## src/rtl/s_64bit_unfold.sv

```systemverilog
// s_64bit_unfold: rebuilds 64-bit a/b operands from XOR-folded 32-bit lanes.
// Each lane is reconstructed as {folded ^ low, low} when the beat is accepted.
// The rebuilt beat is then stored in a small elastic output buffer.
// Valid/ready: a beat moves on a rising edge only when valid and ready are
// both high. in_ready depends on registered occupancy only, never on out_ready.
// Optional parity checking is enabled by defining S64_UNFOLD_PARITY_EN.
module s_64bit_unfold #(
  parameter int DEPTH = 2,
  parameter int CNT_W = 16
) (
  input  logic             clk,
  input  logic             rst_n,
  input  logic             in_valid,
  output logic             in_ready,
  input  logic [31:0]      in_aa,
  input  logic [31:0]      in_bb,
  input  logic [31:0]      in_alo,
  input  logic [31:0]      in_blo,
  input  logic [1:0]       in_par,
  output logic             out_valid,
  input  logic             out_ready,
  output logic [63:0]      out_a,
  output logic [63:0]      out_b,
  output logic [CNT_W-1:0] beat_cnt,
  output logic             par_err
);

  localparam int PTR_W = $clog2(DEPTH);
  localparam int OCC_W = $clog2(DEPTH + 1);
  localparam logic [OCC_W-1:0] OCC_FULL = OCC_W'(DEPTH);
  localparam logic [PTR_W-1:0] PTR_LAST = PTR_W'(DEPTH - 1);

  logic [63:0]      a_mem_q [DEPTH];
  logic [63:0]      a_mem_d [DEPTH];
  logic [63:0]      b_mem_q [DEPTH];
  logic [63:0]      b_mem_d [DEPTH];
  logic [PTR_W-1:0] head_q, head_d;
  logic [PTR_W-1:0] tail_q, tail_d;
  logic [OCC_W-1:0] occ_q, occ_d;
  logic [CNT_W-1:0] cnt_q, cnt_d;
  logic             push, pop;
  logic [63:0]      rec_a, rec_b;

  assign rec_a = {in_aa ^ in_alo, in_alo};
  assign rec_b = {in_bb ^ in_blo, in_blo};

  assign in_ready  = (occ_q < OCC_FULL);
  assign out_valid = (occ_q != '0);
  assign push      = in_valid & in_ready;
  assign pop       = out_valid & out_ready;

  assign out_a    = a_mem_q[head_q];
  assign out_b    = b_mem_q[head_q];
  assign beat_cnt = cnt_q;

  // Next-state for buffer storage, pointers, occupancy and beat counter.
  always_comb begin
    a_mem_d = a_mem_q;
    b_mem_d = b_mem_q;
    head_d  = head_q;
    tail_d  = tail_q;
    occ_d   = occ_q;
    cnt_d   = cnt_q;
    if (push) begin
      a_mem_d[tail_q] = rec_a;
      b_mem_d[tail_q] = rec_b;
      tail_d = (tail_q == PTR_LAST) ? '0 : tail_q + 1'b1;
    end
    if (pop) begin
      head_d = (head_q == PTR_LAST) ? '0 : head_q + 1'b1;
      cnt_d  = cnt_q + 1'b1;
    end
    case ({push, pop})
      2'b10:   occ_d = occ_q + 1'b1;
      2'b01:   occ_d = occ_q - 1'b1;
      default: occ_d = occ_q;
    endcase
  end

  // State registers; reset clears storage so out_a/out_b read back as zero.
  always_ff @(posedge clk or negedge rst_n) begin
    if (!rst_n) begin
      for (int i = 0; i < DEPTH; i++) begin
        a_mem_q[i] <= '0;
        b_mem_q[i] <= '0;
      end
      head_q <= '0;
      tail_q <= '0;
      occ_q  <= '0;
      cnt_q  <= '0;
    end else begin
      a_mem_q <= a_mem_d;
      b_mem_q <= b_mem_d;
      head_q  <= head_d;
      tail_q  <= tail_d;
      occ_q   <= occ_d;
      cnt_q   <= cnt_d;
    end
  end

`ifdef S64_UNFOLD_PARITY_EN
  logic err_mem_q [DEPTH];
  logic err_mem_d [DEPTH];
  logic par_err_q, par_err_d;
  logic rec_mis;

  assign rec_mis = ((^rec_a) != in_par[0]) | ((^rec_b) != in_par[1]);
  assign par_err = par_err_q;

  // Per-entry mismatch bit travels with the data; the flag is sticky on pop.
  always_comb begin
    err_mem_d = err_mem_q;
    if (push) err_mem_d[tail_q] = rec_mis;
    par_err_d = par_err_q | (pop & err_mem_q[head_q]);
  end

  // Parity state registers.
  always_ff @(posedge clk or negedge rst_n) begin
    if (!rst_n) begin
      for (int i = 0; i < DEPTH; i++) err_mem_q[i] <= 1'b0;
      par_err_q <= 1'b0;
    end else begin
      err_mem_q <= err_mem_d;
      par_err_q <= par_err_d;
    end
  end
`else
  logic unused_par;
  assign unused_par = ^in_par;
  assign par_err    = 1'b0;
`endif

endmodule

```

## config.mk

```make
export PLATFORM = sky130hd
export DESIGN_NAME = s_64bit_unfold
export DESIGN_NICKNAME = d
export VERILOG_FILES = /design/src/rtl/s_64bit_unfold.sv
export SDC_FILE = /design/constraint.sdc
export NUM_CORES = 1
export LEC_CHECK = 0
export BUFFER_PORTS_ARGS = -buffer_cell sky130_fd_sc_hd__buf_2
export CORE_AREA = 2 2 230 187
export DETAILED_ROUTE_END_ITERATION = 8
export DIE_AREA = 0 0 232 189
export GPL_TIMING_DRIVEN = 1
export SYNTH_ARGS = -nofsm -noshare
export SYNTH_HDL_FRONTEND = slang
export SYNTH_SLANG_ARGS = --single-unit
export TNS_END_PERCENT = 10
```

## constraint.sdc

```tcl
create_clock -name clk -period 3.6 [get_ports clk]
set_clock_uncertainty 0.05 [all_clocks]
set_input_delay 0.18 -clock clk [delete_from_list [all_inputs] [get_ports clk]]
set_output_delay 0.18 -clock clk [all_outputs]
set_load 0.05 [all_outputs]
```

==> results of run 1 <==
==> area by class of cell <==
cell class / instances / area, µm²
Fill cell: 3916 / 24850
Clock buffer: 44 / 852.1
Tap cell: 552 / 690.7
Clock inverter: 8 / 115.1
Timing Repair Buffer: 445 / 3078
Multi-Input combinational cell: 631 / 4990
Inverter: 3 / 11.26
Sequential cell: 276 / 6910
==> Yosys cell counts <==
cell | instances | area (µm²)
nor2_1 | 68 | 255.2
a21oi_1 | 64 | 320.3
nor2_2 | 1 | 6.260
nor4_2 | 1 | 12.51
nand3_1 | 5 | 25.02
xnor2_1 | 81 | 709.4
and3_1 | 1 | 6.260
dfrtp_1 | 276 | 6907
mux2_2 | 256 | 2883
or2_1 | 1 | 6.260
nor3_1 | 1 | 5.000
ha_1 | 2 | 25.02
o21ai_0 | 64 | 320.3
or2_2 | 1 | 6.260
nor4_4 | 1 | 21.27
nand2b_4 | 1 | 13.76
nand2_1 | 73 | 274.0
or4_4 | 1 | 11.26
clkbuf_1 | 6 | 22.52
buf_2 | 26 | 130.1
conb_1 | 1 | 3.750
xor2_1 | 3 | 26.28
buf_6 | 23 | 259.0
o21ai_4 | 1 | 16.27
inv_1 | 3 | 11.26
nand4_1 | 4 | 25.02
buf_4 | 2 | 15.01
==> metrics by stage <==
step	instance area [µm²]	worst slack, ps	util	hold WS, ps	std cells
CTS	16650	862.6	0.4012	280.0	1959
global route	16650	789.9	0.4012	324.4	1959
detailed placement	14350	1282	0.3458	287.4	1774
floorplan	12320	1762	-	-165.6	967
finish	16650	951.0	0.4012	248.6	1959
global placement	14350	1253	0.3458	275.2	1774
==> state kept, by name, summed over array words and instances, names as in the netlist <==
name	flops
tail_q	1
occ_q	2
b_mem_q	128
head_q	1
beat_cnt	16
a_mem_q	128
==> worst max-delay path: stages, from the launching register on <==
cell and delay [ps]:
dfrtp_4 900, buf_4 360, mux2_2 360, buf_2 210
==> path summary, 6_finish.rpt <==
check | startpoint | to | slack [ps] | cells past startpoint
min reg2reg | a_mem_q[40] | a_mem_q[40] | 420 | 2
max in group asynchronous | rst_n | a_mem_q[120] | 2120 | 3
max reg2reg | occ_q[1] | b_mem_q[72] | 1350 | 4
max | head_q | out_a[60] | 950 | 3
min in group clk | in_alo[25] | a_mem_q[89] | 380 | 3
min | rst_n | beat_cnt[12] | 250 | 2
==> kinds of logic (layout without fill, tap and decap cells) <==
family / count (synthesis) / in the layout
compound gates: 129 / 129
simple gates: 159 / 159
mux: 256 / 256
buf+inv: 60 / 500
other cells: 1 / 1
flops: 276 / 276
fa+ha+maj: 2 / 2
xor+xnor: 84 / 84
==> routing by layer <==
metal | GRT usage | wire length (µm) | vias to the layer above
li1 | - | - | 4161
met1 | 0.1782 | 13430 | 4244
met2 | 0.2232 | 14050 | 188
met3 | 0.03599 | 1825 | 35
met4 | 0.03156 | 650 | 0
met5 | 0 | 0 | -
==> repair_timing <==
| item | 4_1_cts | 5_1_grt |
|---|---|---|
| hold buffers | 133 | 0 |
| resized for setup | 0 | 0 |
| hold endpoints to repair | 366 | 0 |
==> metrics.csv, run 1 <==
stage,metric,value,unit
status,status,"complete, no violations",
route,routed-via-count,8628,
floorplan,fp.dieW,232,µm
sta,slew_viol_final,0,
worst_setup_path,crit_required,3370,ps
cells_and_area,nNetsFinal,1522,
sta,tightest_slew,911.3,ps
logic_synthesis,netlist_area,12320,µm²
logic_synthesis,synth_top_family_by_area,multiplexers,
global_routing,grt_max_degree,114,
worst_setup_path,arrival,2420,ps
global_routing,grt_use_total,0.1356,
hold_path,hp-class,in2async,
clocking,cts_made_buffers,29,
sta,finalHoldViolCount,0,
flow_run,drv_cap,0,
sta,fin_tns_setup,0,ps
logic_synthesis,muxShareOfSynthArea,0.2341,
route,vias_per_cell,4.404,
global_routing,grt_antenna_before_repair,0,
route,drt_iter0_drc,315,
place,io_buffers,277,
floorplan,start_util,0.2968,
sta,slew_headroom,0.3911,
floorplan,dieArea,43850,µm²
logic_synthesis,synth_nets,1103,
place,dp_hpwl,19.92,mm
sta,fmax,377.5,MHz
logic_synthesis,synth-simple-area-share,0.05425,
route,drt_pre_antenna_iters,5,
global_routing,first_global_vias,9084,
route,drc,0,
floorplan,fp.dieH,189,µm
logic_synthesis,post_synth_num_cell_types,27,
cells_and_area,layout_common_cells,"buf_2, dfrtp_1, mux2_2",
clocking,tritoncts,yes,
sta,rsz0062_at_grt,false,
logic_synthesis,synthAdderAreaFrac,0.002032,
route,avgRoutedWirePerCell,15.29,µm
cells_and_area,syn_to_final_growth,35.16,%
floorplan,ios,281,
sta,fin_crit,2649,ps
logic_synthesis,yosysSeqAreaShare,0.5607,
clocking,clk_path_buf_depth,3,
clocking,cts_htree_levels,1,
place,gp_congestion,0.7360,
route,antenna_left,0,
global_routing,overflow,0,
logic_synthesis,synthXorXnorAreaFrac,0.05973,
worst_setup_path,crit_path_max_fanout,42,
global_routing,grt_first_pass_wirelength,48.43,mm
cells_and_area,drive_gt1_frac,0.4414,
logic_synthesis,avgSynthCellArea,12.74,µm²
clocking,insertion_delay,550,ps
sta,min_period_over_period,0.7358,
worst_setup_path,end_kind,output port,
floorplan,num_rows,67,
clocking,cts.clk_slew.worst_paths,60,ps
cells_and_area,mostFrequentLayoutCell,buf_2,
clocking,cts_sinks,276,
clocking,postCtsSetupRepairBufs,0,
floorplan,core,41500,µm²
logic_synthesis,synth_warnings,0,
logic_synthesis,synth_compound_area_frac,0.05333,
worst_setup_path,worstSetupStartpointType,flop,
route,wirelength,29.95,mm
logic_synthesis,ys_seq_elements,276,
logic_synthesis,syn_inst,967,
cells_and_area,antenna_cells,0,
worst_setup_path,crit_type,reg2out,
clocking,cts_root_buffer,clkbuf_16,
sta,finalSetupViolations,0,
Power of run 1 is left out: the tool's default activity adds up to more than one toggle a clock period on the data nets, which glitch-free logic cannot reach.
==> run 2, diff against run 1 <==
==> constraint.sdc (replaced) <==
create_clock -name clk -period 2.15 [get_ports clk]
set_clock_uncertainty 0.05 [all_clocks]
set_input_delay 0.1075 -clock clk [delete_from_list [all_inputs] [get_ports clk]]
set_output_delay 0.1075 -clock clk [all_outputs]
set_load 0.05 [all_outputs]
==> run 2 against run 1 <==
Sequential share of layout area shrank 1.9 points. Final area grew 4.8%. Hold slack lost 200 ps. Die area is the same. Clock-buffer cell count shrank 1. Register-to-register slack lost 980 ps. Largest cell class unchanged.
==> metrics.csv, run 2 (synthesis results as in run 1) <==
stage,metric,value,unit
worst_setup_path,slowest_delay,450,ps
worst_setup_path,crit_type,reg2out,
floorplan,core,41500,µm²
worst_setup_path,arrival,1980,ps
clocking,insertion_delay,560,ps
clocking,cts.clk_slew.worst_paths,60,ps
sta,fin_crit,2142,ps
cells_and_area,mostFrequentLayoutCell,dfrtp_1,
global_routing,grt_antenna_before_repair,0,
route,routed-via-count,8765,
floorplan,ios,281,
sta,slew_headroom,0.6226,
worst_setup_path,end_kind,output port,
cells_and_area,fin_cells,1965,
sta,tightest_slew,566.2,ps
global_routing,grt_max_degree,90,
route,drt_pre_antenna_iters,4,
clocking,tritoncts,yes,
worst_setup_path,crit_path_max_fanout,31,
route,avgRoutedWirePerCell,16.04,µm
sta,rsz0062_at_grt,true,
global_routing,overflow,0,
sta,slew_viol_final,0,
place,dp_hpwl,19.55,mm
place,place_inst,1771,
clocking,cts_sinks,276,
route,drt_iter0_drc,337,
global_routing,grt_use_total,0.1415,
worst_setup_path,cp_top_family,buffers and inverters,
cells_and_area,layout_common_cells,"dfrtp_1, mux2_2, buf_2",
status,status,"complete, no violations",
sta,min_period_over_period,0.9963,
floorplan,num_rows,67,
clocking,cts_htree_levels,1,
floorplan,dieArea,43850,µm²
place,io_buffers,277,
route,wirelength,31.52,mm
cells_and_area,drive_gt1_frac,0.4452,
route,drc,0,
cells_and_area,nNetsFinal,1527,
cells_and_area,syn_to_final_growth,41.69,%
worst_setup_path,worstSetupStartpointType,flop,
hold_path,hp-class,in2async,
route,antenna_left,0,
cells_and_area,antenna_cells,0,
clocking,clk_path_buf_depth,3,
clocking,cts_made_buffers,30,
sta,fmax,466.9,MHz
route,vias_per_cell,4.461,
global_routing,first_global_vias,9424,
flow_run,drv_cap,0,
worst_setup_path,cp_cell_sequence,"bufbuf_16, mux2_2, buf_2",
worst_setup_path,cp_num_buf_inv,2,
clocking,cts_root_buffer,clkbuf_16,
worst_setup_path,slowest_stage,dfrtp_4,
worst_setup_path,crit_required,1990,ps
global_routing,use_met3,0.03810,
global_routing,grt_first_pass_wirelength,49.89,mm
sta,finalSetupViolations,0,
floorplan,fp.dieH,189,µm
floorplan,fp.dieW,232,µm
sta,finalHoldViolCount,0,
place,gp_congestion,0.7554,
global_routing,gr-usage-met1,0.1747,
global_routing,grt_busiest_layer,met2,
global_routing,use_met2,0.2443,
floorplan,start_util,0.2968,
[run 2: cell types whose count changed in the layout (fill, tap and decap cells not counted), moves of 4 or more]
cell	delta
buf_6	+78
buf_4	+5
buf_12	+4
buf_16	+6
buf_2	-90
[run 2: final cells by class]
class	count	area (µm²)
Fill cell	3790	24040
Tap cell	552	690.7
Timing Repair Buffer	449	3821
Multi-Input combinational cell	631	4997
Clock buffer	43	880.8
Clock inverter	11	140.1
Sequential cell	276	6910
Inverter	3	11.26
[run 2: final timing paths]
| path | startpoint | endpoint | slack [ps] | cells past startpoint |
|---|---|---|---|---|
| worst max-delay path | head_q | out_a[1] | 8 | 3 |
| worst min-delay path | rst_n | beat_cnt[12] | 50 | 2 |
| worst max register to register | occ_q[1] | a_mem_q[87] | 370 | 4 |
| worst min register to register | a_mem_q[42] | a_mem_q[42] | 430 | 2 |
| max in group asynchronous | rst_n | a_mem_q[127] | 1240 | 3 |
| min in group clk | in_alo[28] | a_mem_q[28] | 300 | 3 |
[run 2: metal layers]
layer | up-vias | part of all wire
met2 | 199 | 0.49
met4 | 0 | 0.024
li1 | 4183 | -
met3 | 49 | 0.058
met5 | - | 0
met1 | 4334 | 0.43
[run 2: through the flow]
| stage | instance area, µm² | setup WS [ps] | hold slack, ps | utilization | setup TNS, ps |
|---|---|---|---|---|---|
| final | 17450 | 7.992 | 46.33 | 0.4206 | 0 |
| after global routing | 17450 | -55.62 | 69.98 | 0.4206 | -1160 |
| after CTS | 17380 | -41.24 | 42.80 | 0.4188 | -705.8 |
| after detailed placement | 14390 | 395.0 | 62.97 | 0.3468 | 0 |
| after global placement | 14390 | 409.8 | 59.72 | 0.3468 | 0 |
| after floorplan | 12320 | 311.9 | -238.1 | - | 0 |
[run 2: timing repair]
item | CTS | global route
hold endpoints to repair | 542 | 0
setup endpoints to repair | 126 | 58
hold buffers | 133 | 0
cloned | 5 | 0
setup buffers | 2 | 0
resized for setup | 156 | 20
Power of run 2 is left out for the same reason.
==> run 3, diff against run 2 <==
--- a/config.mk
+++ b/config.mk
@@ -10,6 +10,7 @@
 export DETAILED_ROUTE_END_ITERATION = 8
 export DIE_AREA = 0 0 232 189
 export GPL_TIMING_DRIVEN = 1
+export REMOVE_ABC_BUFFERS = 1
 export SYNTH_ARGS = -nofsm -noshare
 export SYNTH_HDL_FRONTEND = slang
 export SYNTH_SLANG_ARGS = --single-unit
==> constraint.sdc (replaced) <==
create_clock -name clk -period 2.02 [get_ports clk]
set_clock_uncertainty 0.05 [all_clocks]
set_input_delay 0.101 -clock clk [delete_from_list [all_inputs] [get_ports clk]]
set_output_delay 0.101 -clock clk [all_outputs]
set_load 0.05 [all_outputs]
==> run 3 against run 2 <==
The run now ends with negative setup slack left. Non-clock buffer count grew 5. Final area increased by 1.6%. Routed wire length is 2.1% lower. Sequential share of layout area fell by 0.63 points. Clock-buffer cell count grew 4. Critical path depth increased by 1. Flip-flop and latch count is the same. Final cell count grew 0.25%. Worst setup slack lost 84 ps. Hold slack improved by 9.2 ps. Global-route usage is 0.34 points lower. First-iteration DRC count is 8.6% higher. Critical path type unchanged. Critical endpoint is now out_b[44].
==> metrics.csv, run 3 (synthesis results as in run 1) <==
stage,metric,value,unit
worst_setup_path,r2r-end,b_mem_q[81],
sta,fin_tns_setup,-4175,ps
worst_setup_path,slowest_delay,480,ps
route,routed-via-count,8843,
global_routing,first_global_vias,9570,
global_routing,grt_max_degree,83,
cells_and_area,drive_gt1_frac,0.4450,
route,drt_iter0_drc,366,
floorplan,dieArea,43850,µm²
status,violations,negative setup slack,
cells_and_area,syn_to_final_growth,43.97,%
worst_setup_path,slowest_stage,dfrtp_4,
floorplan,num_rows,67,
worst_setup_path,cp-startpoint,head_q,
worst_setup_path,arrival,1950,ps
flow_run,drv_cap,0,
floorplan,core,41500,µm²
worst_setup_path,end_kind,output port,
sta,fmax,477.1,MHz
route,avgRoutedWirePerCell,15.66,µm
worst_setup_path,crit_type,reg2out,
sta,rsz0062_at_grt,true,
route,vias_per_cell,4.489,
global_routing,grt_use_total,0.1381,
clocking,clk_path_buf_depth,3,
sta,holdWs,55.53,ps
worst_setup_path,crit_required,1870,ps
clocking,cts_htree_levels,1,
route,wirelength,30.85,mm
worst_setup_path,crit-reg2reg-launch,occ_q[1],
sta,setup_ws,-76.06,ps
worst_setup_path,cp_cell_sequence,"buf_12, buf_12, mux2_2, buf_6",
clocking,cts.clk_slew.worst_paths,60,ps
cells_and_area,antenna_cells,0,
sta,slew_viol_final,0,
route,drc,0,
global_routing,grt_antenna_before_repair,0,
cells_and_area,postLayoutCoreUtil,0.4273,
worst_setup_path,cp_num_buf_inv,3,
place,dp_hpwl,19.33,mm
cells_and_area,layout_common_cells,"dfrtp_1, mux2_2, buf_2",
place,place_ws,269.8,ps
hold_path,hp-class,in2async,
worst_setup_path,crit_path_max_fanout,16,
clocking,cts_sinks,276,
worst_setup_path,cp_top_family,buffers and inverters,
sta,tightest_slew,562.5,ps
sta,finalHoldViolCount,0,
route,drt_pre_antenna_iters,5,
sta,finalSetupViolations,106,
clocking,insertion_delay,560,ps
place,io_buffers,277,
cells_and_area,mostFrequentLayoutCell,dfrtp_1,
worst_setup_path,cpMostUsedCell,buf_12,
clocking,cts_root_buffer,clkbuf_16,
floorplan,fp.dieH,189,µm
cells_and_area,nNetsFinal,1531,
worst_setup_path,crit_path_end,out_b[44],
floorplan,start_util,0.2968,
worst_setup_path,r2r_cells,5,
sta,fin_crit,2096,ps
status,status,finished with violations,
worst_setup_path,worstSetupStartpointType,flop,
place,gp_congestion,0.7533,
route,antenna_left,0,
floorplan,ios,281,
clocking,tritoncts,yes,
sta,min_period_over_period,1.038,
floorplan,fp.dieW,232,µm
global_routing,grt_first_pass_wirelength,49.38,mm
clocking,cts_made_buffers,29,
global_routing,overflow,0,
worst_setup_path,rrSetupSlack,250,ps
worst_setup_path,cp.depth,4,
sta,slew_headroom,0.6250,
run 3: cell count changes in the layout (fill, tap and decap cells not counted), sizes merged:
| cell | previous run | this run |
|---|---|---|
| clkbuf | 43 | 50 |
| buf | 315 | 319 |
| clkinv | 6 | 3 |
| bufbuf | 1 | 0 |
| bufinv | 3 | 2 |
| dlygate4sd3 | 133 | 132 |
run 3: worst register-to-register path: stages, from the launching register on:
cell and delay [ps]:
dfrtp_1 440, nand2b_4 190, nor2_4 150, buf_12 200, buf_12 240, mux2_2 360
run 3: stage by stage:
stage,instance area (µm²),cells
finish,17730,1970
global route,17730,1970
CTS,17440,1966
detailed placement,14460,1775
global placement,14460,1775
floorplan,11890,910
run 3: what timing repair did:
item / in CTS / in global routing
pin swaps: 0 / 0
resized for setup: 206 / 55
endpoints found under the setup margin: 112 / 128
hold endpoints to repair: 545 / 0
buffers inserted: 3 / 2
hold buffers: 132 / 0
cloned: 2 / 3
run 3: cell type report:
cell class              instances  area, µm²
fillers                      3803      23760
repair buffers                454       4158
well taps                     552      690.7
inverters                       3      11.26
flip-flops and latches        276       6910
clock inverters                 7      91.34
multi-input cells             631       4997
clock buffers                  47      873.3
run 3: worst min path at each step:
stage          start      endpoint  slack (ps)  cells after the start
2_1_floorplan  rst_n    a_mem_q[0]        -240                      0
3_3_place_gp   rst_n  a_mem_q[112]          60                      1
3_5_place_dp   rst_n  a_mem_q[112]          60                      1
4_1_cts        rst_n   b_mem_q[49]          50                      2
5_1_grt        rst_n   b_mem_q[49]          70                      2
6_report       rst_n  a_mem_q[112]          60                      2
run 3: metal layers:
layer	vias up	track usage	share of wire
met4	0	0.03008	0.020
met1	4395	0.1769	0.45
met5	-	0	0
met2	226	0.2350	0.47
li1	4182	-	-
met3	40	0.03464	0.058
Power of run 3 is left out for the same reason.
